<file path="src/rtl/adder_share_arbiter.sv">
// Round-robin arbiter that time-shares one external combinational adder between
// the PC+4 requester (0) and the branch-target requester (1).
//
// state  | meaning
// IDLE   | no operation in progress, arbitrating req_in
// SETTLE | operands launched, counting down adder settle time
// DONE   | sum captured, one-cycle done pulse to the granted requester
module adder_share_arbiter #(
   parameter int WIDTH         = 32,
   parameter int SETTLE_CYCLES = 3
) (
   input  logic             clk_in,
   input  logic             rst_n_in,
   input  logic [1:0]       req_in,
   input  logic [WIDTH-1:0] a0_in,
   input  logic [WIDTH-1:0] b0_in,
   input  logic [WIDTH-1:0] a1_in,
   input  logic [WIDTH-1:0] b1_in,
   output logic [WIDTH-1:0] add_a_out,
   output logic [WIDTH-1:0] add_b_out,
   input  logic [WIDTH-1:0] add_result_in,
   output logic [1:0]       gnt_out,
   output logic [1:0]       done_out,
   output logic [WIDTH-1:0] result_out,
   output logic             busy_out
);

   localparam logic [1:0] ST_IDLE   = 2'd0;
   localparam logic [1:0] ST_SETTLE = 2'd1;
   localparam logic [1:0] ST_DONE   = 2'd2;

   // A zero settle time still needs one edge for the adder output to be sampled.
   localparam int SETTLE_EFF = (SETTLE_CYCLES < 1)  ? 1  :
                               (SETTLE_CYCLES > 15) ? 15 : SETTLE_CYCLES;
   localparam logic [3:0] CNT_LOAD = 4'(SETTLE_EFF - 1);

   logic [1:0]       state_q,  state_d;
   logic [3:0]       cnt_q,    cnt_d;
   logic             ptr_q,    ptr_d;
   logic [1:0]       gnt_q,    gnt_d;
   logic [1:0]       done_q,   done_d;
   logic [WIDTH-1:0] add_a_q,  add_a_d;
   logic [WIDTH-1:0] add_b_q,  add_b_d;
   logic [WIDTH-1:0] result_q, result_d;
   logic             winner;

   always_comb begin
      state_d  = state_q;
      cnt_d    = cnt_q;
      ptr_d    = ptr_q;
      gnt_d    = gnt_q;
      done_d   = done_q;
      add_a_d  = add_a_q;
      add_b_d  = add_b_q;
      result_d = result_q;
      winner   = (req_in == 2'b11) ? ptr_q : req_in[1];

      case (state_q)
         ST_IDLE: begin
            if (req_in != 2'b00) begin
               add_a_d = winner ? a1_in : a0_in;
               add_b_d = winner ? b1_in : b0_in;
               gnt_d   = winner ? 2'b10 : 2'b01;
               cnt_d   = CNT_LOAD;
               ptr_d   = ~winner;
               state_d = ST_SETTLE;
            end
         end
         ST_SETTLE: begin
            if (cnt_q != 4'd0) begin
               cnt_d = cnt_q - 4'd1;
            end else begin
               result_d = add_result_in;
               done_d   = gnt_q;
               state_d  = ST_DONE;
            end
         end
         ST_DONE: begin
            done_d  = 2'b00;
            gnt_d   = 2'b00;
            state_d = ST_IDLE;
         end
         default: begin
            done_d  = 2'b00;
            gnt_d   = 2'b00;
            state_d = ST_IDLE;
         end
      endcase
   end

   always_ff @(posedge clk_in or negedge rst_n_in) begin
      if (!rst_n_in) begin
         state_q  <= ST_IDLE;
         cnt_q    <= 4'd0;
         ptr_q    <= 1'b0;
         gnt_q    <= 2'b00;
         done_q   <= 2'b00;
         add_a_q  <= '0;
         add_b_q  <= '0;
         result_q <= '0;
      end else begin
         state_q  <= state_d;
         cnt_q    <= cnt_d;
         ptr_q    <= ptr_d;
         gnt_q    <= gnt_d;
         done_q   <= done_d;
         add_a_q  <= add_a_d;
         add_b_q  <= add_b_d;
         result_q <= result_d;
      end
   end

   assign add_a_out  = add_a_q;
   assign add_b_out  = add_b_q;
   assign gnt_out    = gnt_q;
   assign done_out   = done_q;
   assign result_out = result_q;
   assign busy_out   = (state_q == ST_SETTLE) || (state_q == ST_DONE);

endmodule

</file>
<file path="config.mk">
export PLATFORM = sky130hd
export DESIGN_NAME = adder_share_arbiter
export DESIGN_NICKNAME = d
export VERILOG_FILES = /design/src/rtl/adder_share_arbiter.sv
export SDC_FILE = /design/constraint.sdc
export NUM_CORES = 1
export LEC_CHECK = 0
export ABC_AREA = 1
export CAP_MARGIN = 0
export CELL_PAD_IN_SITES_DETAIL_PLACEMENT = 0
export CELL_PAD_IN_SITES_GLOBAL_PLACEMENT = 1
export CORE_MARGIN = 2
export CORE_UTILIZATION = 26
export DETAILED_ROUTE_END_ITERATION = 7
export PLACE_DENSITY = 0.84
export SYNTH_ARGS = -nofsm -noshare
export SYNTH_HDL_FRONTEND = slang
export SYNTH_SLANG_ARGS = --single-unit
</file>
<file path="constraint.sdc">
create_clock -name clk_in -period 1.75 [get_ports clk_in]
set_input_delay 0.35 -clock clk_in [delete_from_list [all_inputs] [get_ports clk_in]]
set_output_delay 0.35 -clock clk_in [all_outputs]
set_load 0.01 [all_outputs]
</file>
### Word-level counts from Yosys, hierarchy flattened

Index checks and enable logic that the tools add are counted.

| operators by class | value |
|---|---|
| add/subtract/negate cells | 1 |
| equal/unequal tests | 6 |
| muxes and demuxes | 14 |
| bitwise operators | 4 |
| reduce and logical (&&, ||, !) cells | 11 |

Operators with widths:

| cell | count |
|---|---|
| two-way mux 32 bit | 2 |
| case mux 2 bit (2 select lines) | 3 |
| two-way mux 2 bit | 5 |
| AND reduction 2 bit | 5 |
| two-way mux 4 bit | 2 |
| case mux 4 bit (2 select lines) | 1 |
| inequality test 2 bit (second input constant) | 3 |
| equality test 2 bit (second input constant) | 2 |
| inverter 1 bit | 4 |
| nonzero test 2 bit | 2 |
| nonzero test 4 bit | 1 |
| subtractor 4 x 1 -> 4 bit (second input constant) | 1 |
| AND reduction 3 bit | 1 |
| equality test 2 x 1 -> 1 bit (second input constant) | 1 |
| zero test 2 bit | 1 |
| logical OR 1 bit | 1 |
| two-way mux 1 bit | 1 |

| storage, ports and cells | value |
|---|---|
| register bits after elaboration | 107 |
| input bits | 164 |
| output and inout port bits | 101 |
| word-level logic and storage cells | 44 |

### Logic depth before layout (Yosys ltp)

Gate-level depths: netlist of the first run.

| logic depth | value |
|---|---|
| depth in word-level cells | 5 |
| depth in mapped cells | 8 |
| depth with buffers taken out | 7 |

### Worst setup path before layout of the first run

No wires, ideal clock.

| timing | value |
|---|---|
| path kind | register -> register |
| from | reg state_q[0] |
| to | reg add_a_q[0] (netlist: add_a_out[0]) |
| library setup time | 124 ps |
| data arrival time | 1228 ps |
| required time | 1626 ps |
| path slack | 398 ps |
| cell stages (with the launch flop) | 9 |
| path buffers | 2 |
| clock period less this slack | 1352 ps |
| cells stage by stage | dfrtp_1 -> inv_1 -> ha_1 -> o21ai_1 -> nor2_1 -> buf_4 -> buf_4 -> nand2_1 -> nand3_1 |

| on the way | value |
|---|---|
| word-level cells in the longest chain between the ends | 2 |

Ends and longest elaborated chain:

| what | RTL line | RTL |
|---|---|---|
| start, declared | 37 | `logic [1:0] state_q, state_d;` |
| start signal, assigned | 102 | `state_q <= state_d;` |
| zero test 2 bit | 58 | `case (state_q)` |
| AND reduction 2 bit (no line) | - |  |
| end signal, assigned | 98 | `add_a_q <= '0;` |
| end signal, assigned | 107 | `add_a_q <= add_a_d;` |
| end, declared | 42 | `logic [WIDTH-1:0] add_a_q, add_a_d;` |

Every way passes these cells.
A chain may end at the register's enable or synchronous reset.

### Worst setup path in the final report of the first run

| timing | value |
|---|---|
| from | reg state_q[0] |
| to | out busy_out |

| on the way | value |
|---|---|
| word-level cells in the longest chain between the ends | 2 |
| elaborated cells between the ends (all ways) | 3 |
| those cells by class | eq/ne: 2; reduce/logical: 1 |

Ends and longest elaborated chain:

| what | RTL line | RTL |
|---|---|---|
| equality test 2 x 1 -> 1 bit or equality test 2 bit (tied branches) | 118 | `assign busy_out = (state_q == ST_SETTLE) \|\| (state_q == ST_DONE);` |
| logical OR 1 bit * | 118 |  |
| end, declared | 25 | `output logic busy_out` |

Every way passes the cells marked *; elsewhere a longest branch is shown, timed or not.

==> flow_summary_export.csv, run 1 <==
group,metric,value,unit
clocking,cts_htree_levels,3,
synth,ys_seq_area_share,58.5,%
placed_design,dpl_cell_area,7580,µm²
layout,syn_to_final_growth,72.6,%
critical_path,startpoint_type,"register",
sta,setup_viol,0,
detailed_routing,wl_per_cell,14.0,µm
clocking,clock_sinks,107,
floorplanning,placementRows,48,
critical_path,worstPathBufferInverterCount,2,
power,leakagePower,3.62,nW
clocking,cts_tree,"done",
critical_path,critical_path_class,"register to primary output",
global_routing,overflow,0,
hold_path,hp-start,"result_out[1]",
layout,design_area,7890,µm²
clocking,cts_inserted_buffers,9,
global_routing,grt_max_degree,66,
layout,finalNetCount,992,
synth,synthDistinctLibCells,15,
placed_design,gp_congestion,0.744,
clocking,clkTransAtPathRegs,0.07,ns
placed_design,dp_hpwl,10.9,mm
synth,ys_ff_latch,107,
clocking,clockRootBuffer,"clkbuf_16",
detailed_routing,vias,4591,
detailed_routing,firstDrtPassIters,4,
sta,fin_crit_sh,95.8,%
critical_path,slowest_delay,0.39,ns
sta,report.final.slew_viol_count,0,
synth,syn_avg_cell_area,8.25,µm²
floorplanning,die_w,137,µm
sta,finClkSkew,0.0103,ns
clocking,clk_path_buf_depth,2,
placed_design,port_buffers,264,
clocking,post_cts_buffers,0,
layout,diodes,0,
synth,synth_top_area_share,58.5,%
sta,fmax,0.597,GHz
global_routing,grt_pass1_vias,4400,
floorplanning,dieArea,18700,µm²
synth,synth_cells,554,
sta,finalSetupTns,0,ns
floorplanning,start_util,26.5,%
floorplanning,coreArea,17200,µm²
detailed_routing,drtAntennaViolNets,0,
critical_path,cp.required,1.40,ns
synth,synth_top_area_cell,"dfrtp_1",
hold_path,hold_class,"register to register",
critical_path,crit_arrival,1.33,ns
sta,rsz0062_at_grt,"false",
floorplanning,die_h,137,µm
run_status,status,"complete, no violations",
detailed_routing,drt-initial-drc-count,104,
detailed_routing,drcViolationCount,0,
detailed_routing,vias_per_cell,4.36,
critical_path,endpoint_kind,"primary output",
sta,slew_headroom,68.3,%
clocking,clk-insertion-delay-late,0.34,ns
synth,synth-edff-count,0,
synth,synth.most_common_cell,"nand2_1",
power,power_density,1640,nW/µm²
critical_path,cp_top_family,"flip-flops",
detailed_routing,drt-total-wl,14.7,mm
sta,finalCriticalPeriod,1.68,ns
synth,synthTopCellsByCount,"nand2_1, dfrtp_1, nand3_1, buf_4, inv_1",
critical_path,worst-path-max-fanout,3,
global_routing,grt_pass1_wl,22.4,mm
synth,synth_nets,722,
critical_path,rr_startpoint,"state_q[1]",
sta,hold_violations,0,
run,max-cap-violations,0,
layout,drive_gt1_share,5.31,%
synth,synthFlopType,"dfrtp_1",
global_routing,grt_usage,15.5,%
synth,yosys-top-cells-area,"dfrtp_1, nand2_1, nand3_1, buf_4, ha_1",
floorplanning,io_pins,265,
synth,syn_area,4570,µm²
power,power.total,0.0129,W
synth,yosysWarnings,0,
sta,worst_pin_slew,0.476,ns
global_routing,grt_antenna_before_repair,1,
critical_path,crit_path_start,"state_q[0]",
power,vdd_drop_max,0.875,mV
critical_path,crit_slowest_cell,"dfrtp_1",
synth,synthArstFlopShare,100,%
critical_path,crit_chain,"inv_1 -> ha_1 -> clkdlybuf4s15_1",
cells in the final DEF, fill, tap and decap left out:
cell type        synthesis  final
clkbuf_1                 4      1
o21ai_4                  0      1
nand3_1                 71     71
ha_1                     4      3
clkdlybuf4s15_1          0      1
ha_2                     0      1
a21oi_1                  1      1
nand2_1                311    311
buf_4                   15     18
buf_12                   0      5
dfrtp_1                107    107
inv_1                   13     13
inv_6                    0      1
clkinvlp_4               0      1
o21ai_1                  3      2
inv_2                    2      2
nand3_2                  1      1
bufinv_16                0      1
dlygate4sd3_1            0      1
o21ai_0                  8      8
clkbuf_8                 0      2
xor2_1                   1      1
clkbuf_16                0      9
nor2_1                   4      2
nor2_4                   0      2
clkdlybuf4s50_1          0    262
worst reg2reg max path, delay by kind of cell (launching register included):
kind          cells  cell delay (ns)
fa+ha+maj         1             0.29
buf+inv           3             0.46
flops             1             0.38
simple gates      3             0.38
metrics by stage:
stage / hold WS, ns / utilization (%) / setup WS (ns) / instances
final: 0.478 / 45.8 / 0.0739 / 1053
after CTS: 0.484 / 45.8 / 0.00310 / 1053
after global placement: 0.343 / 44.0 / -0.0183 / 1037
after floorplan: 0.0544 / - / 0.398 / 554
after detailed placement: 0.338 / 44.0 / -0.0635 / 1037
after global routing: 0.502 / 45.8 / 0.00636 / 1053
cell type report:
class / count / area [µm²]
Multi-Input combinational cell: 404 / 1700
Fill cell: 1701 / 9350
Tap cell: 225 / 282
Clock inverter: 3 / 46.3
Clock buffer: 12 / 256
Inverter: 15 / 56.3
Sequential cell: 107 / 2680
Timing Repair Buffer: 287 / 2880
path summary, 6_finish.rpt:
path | end | slack, ns | depth (start not counted)
max reg2reg | add_b_out[11] | 0.17 | 7
min reg2reg | result_out[1] | 0.48 | 2
min | result_out[1] | 0.48 | 2
min in group asynchronous | add_a_out[21] | 0.52 | 2
max | busy_out | 0.07 | 3
max in group asynchronous | add_a_out[22] | 0.69 | 3
power breakdown:
part           leakage (nW)  switching, W  total, W  internal [W]
clock                 0.145      0.000903   0.00209       0.00119
sequential             1.32      0.000684   0.00438       0.00369
combinational          2.16       0.00309   0.00644       0.00335
registers in the layout (all words and copies together), names as in the netlist:
register and count:
cnt_q 4, done_out 2, add_b_out 32, result_out 32
ptr_q 1, add_a_out 32, gnt_out 2, state_q 2
routing by layer:
| layer | GRT usage [%] | share of wire, % | routed length (µm) | vias to the layer above |
|---|---|---|---|---|
| met5 | 0 | 0 | 0 | - |
| li1 | - | - | - | 2268 |
| met2 | 25.4 | 46 | 6800 | 191 |
| met3 | 5.11 | 9.5 | 1400 | 15 |
| met4 | 5.32 | 1.7 | 251 | 0 |
| met1 | 19.1 | 43 | 6250 | 2117 |
logic make-up (layout without fill, tap and decap cells):
kind of cell	after synthesis	in the layout	synth area share (%)
and+or+nand+nor	387	387	33.8
DFF	107	107	58.5
xor gates and xnor gates	1	1	0.192
AOI/OAI and AO/OA	12	12	1.31
buffers and inverters	43	317	5.01
adders and majority gates	4	4	1.09
timing repair:
item	CTS	global route
endpoints found under the setup margin	1	3
hold endpoints to repair	24	0
gates resized for setup	1	2
hold buffers	1	0
Power figures use the tool's default switching activity.
==> run 2, diff against run 1 <==
- TNS_END_PERCENT: default -> 5
==> results of run 2 <==
The final DEF is identical to that of run 1; final timing and power are the same.
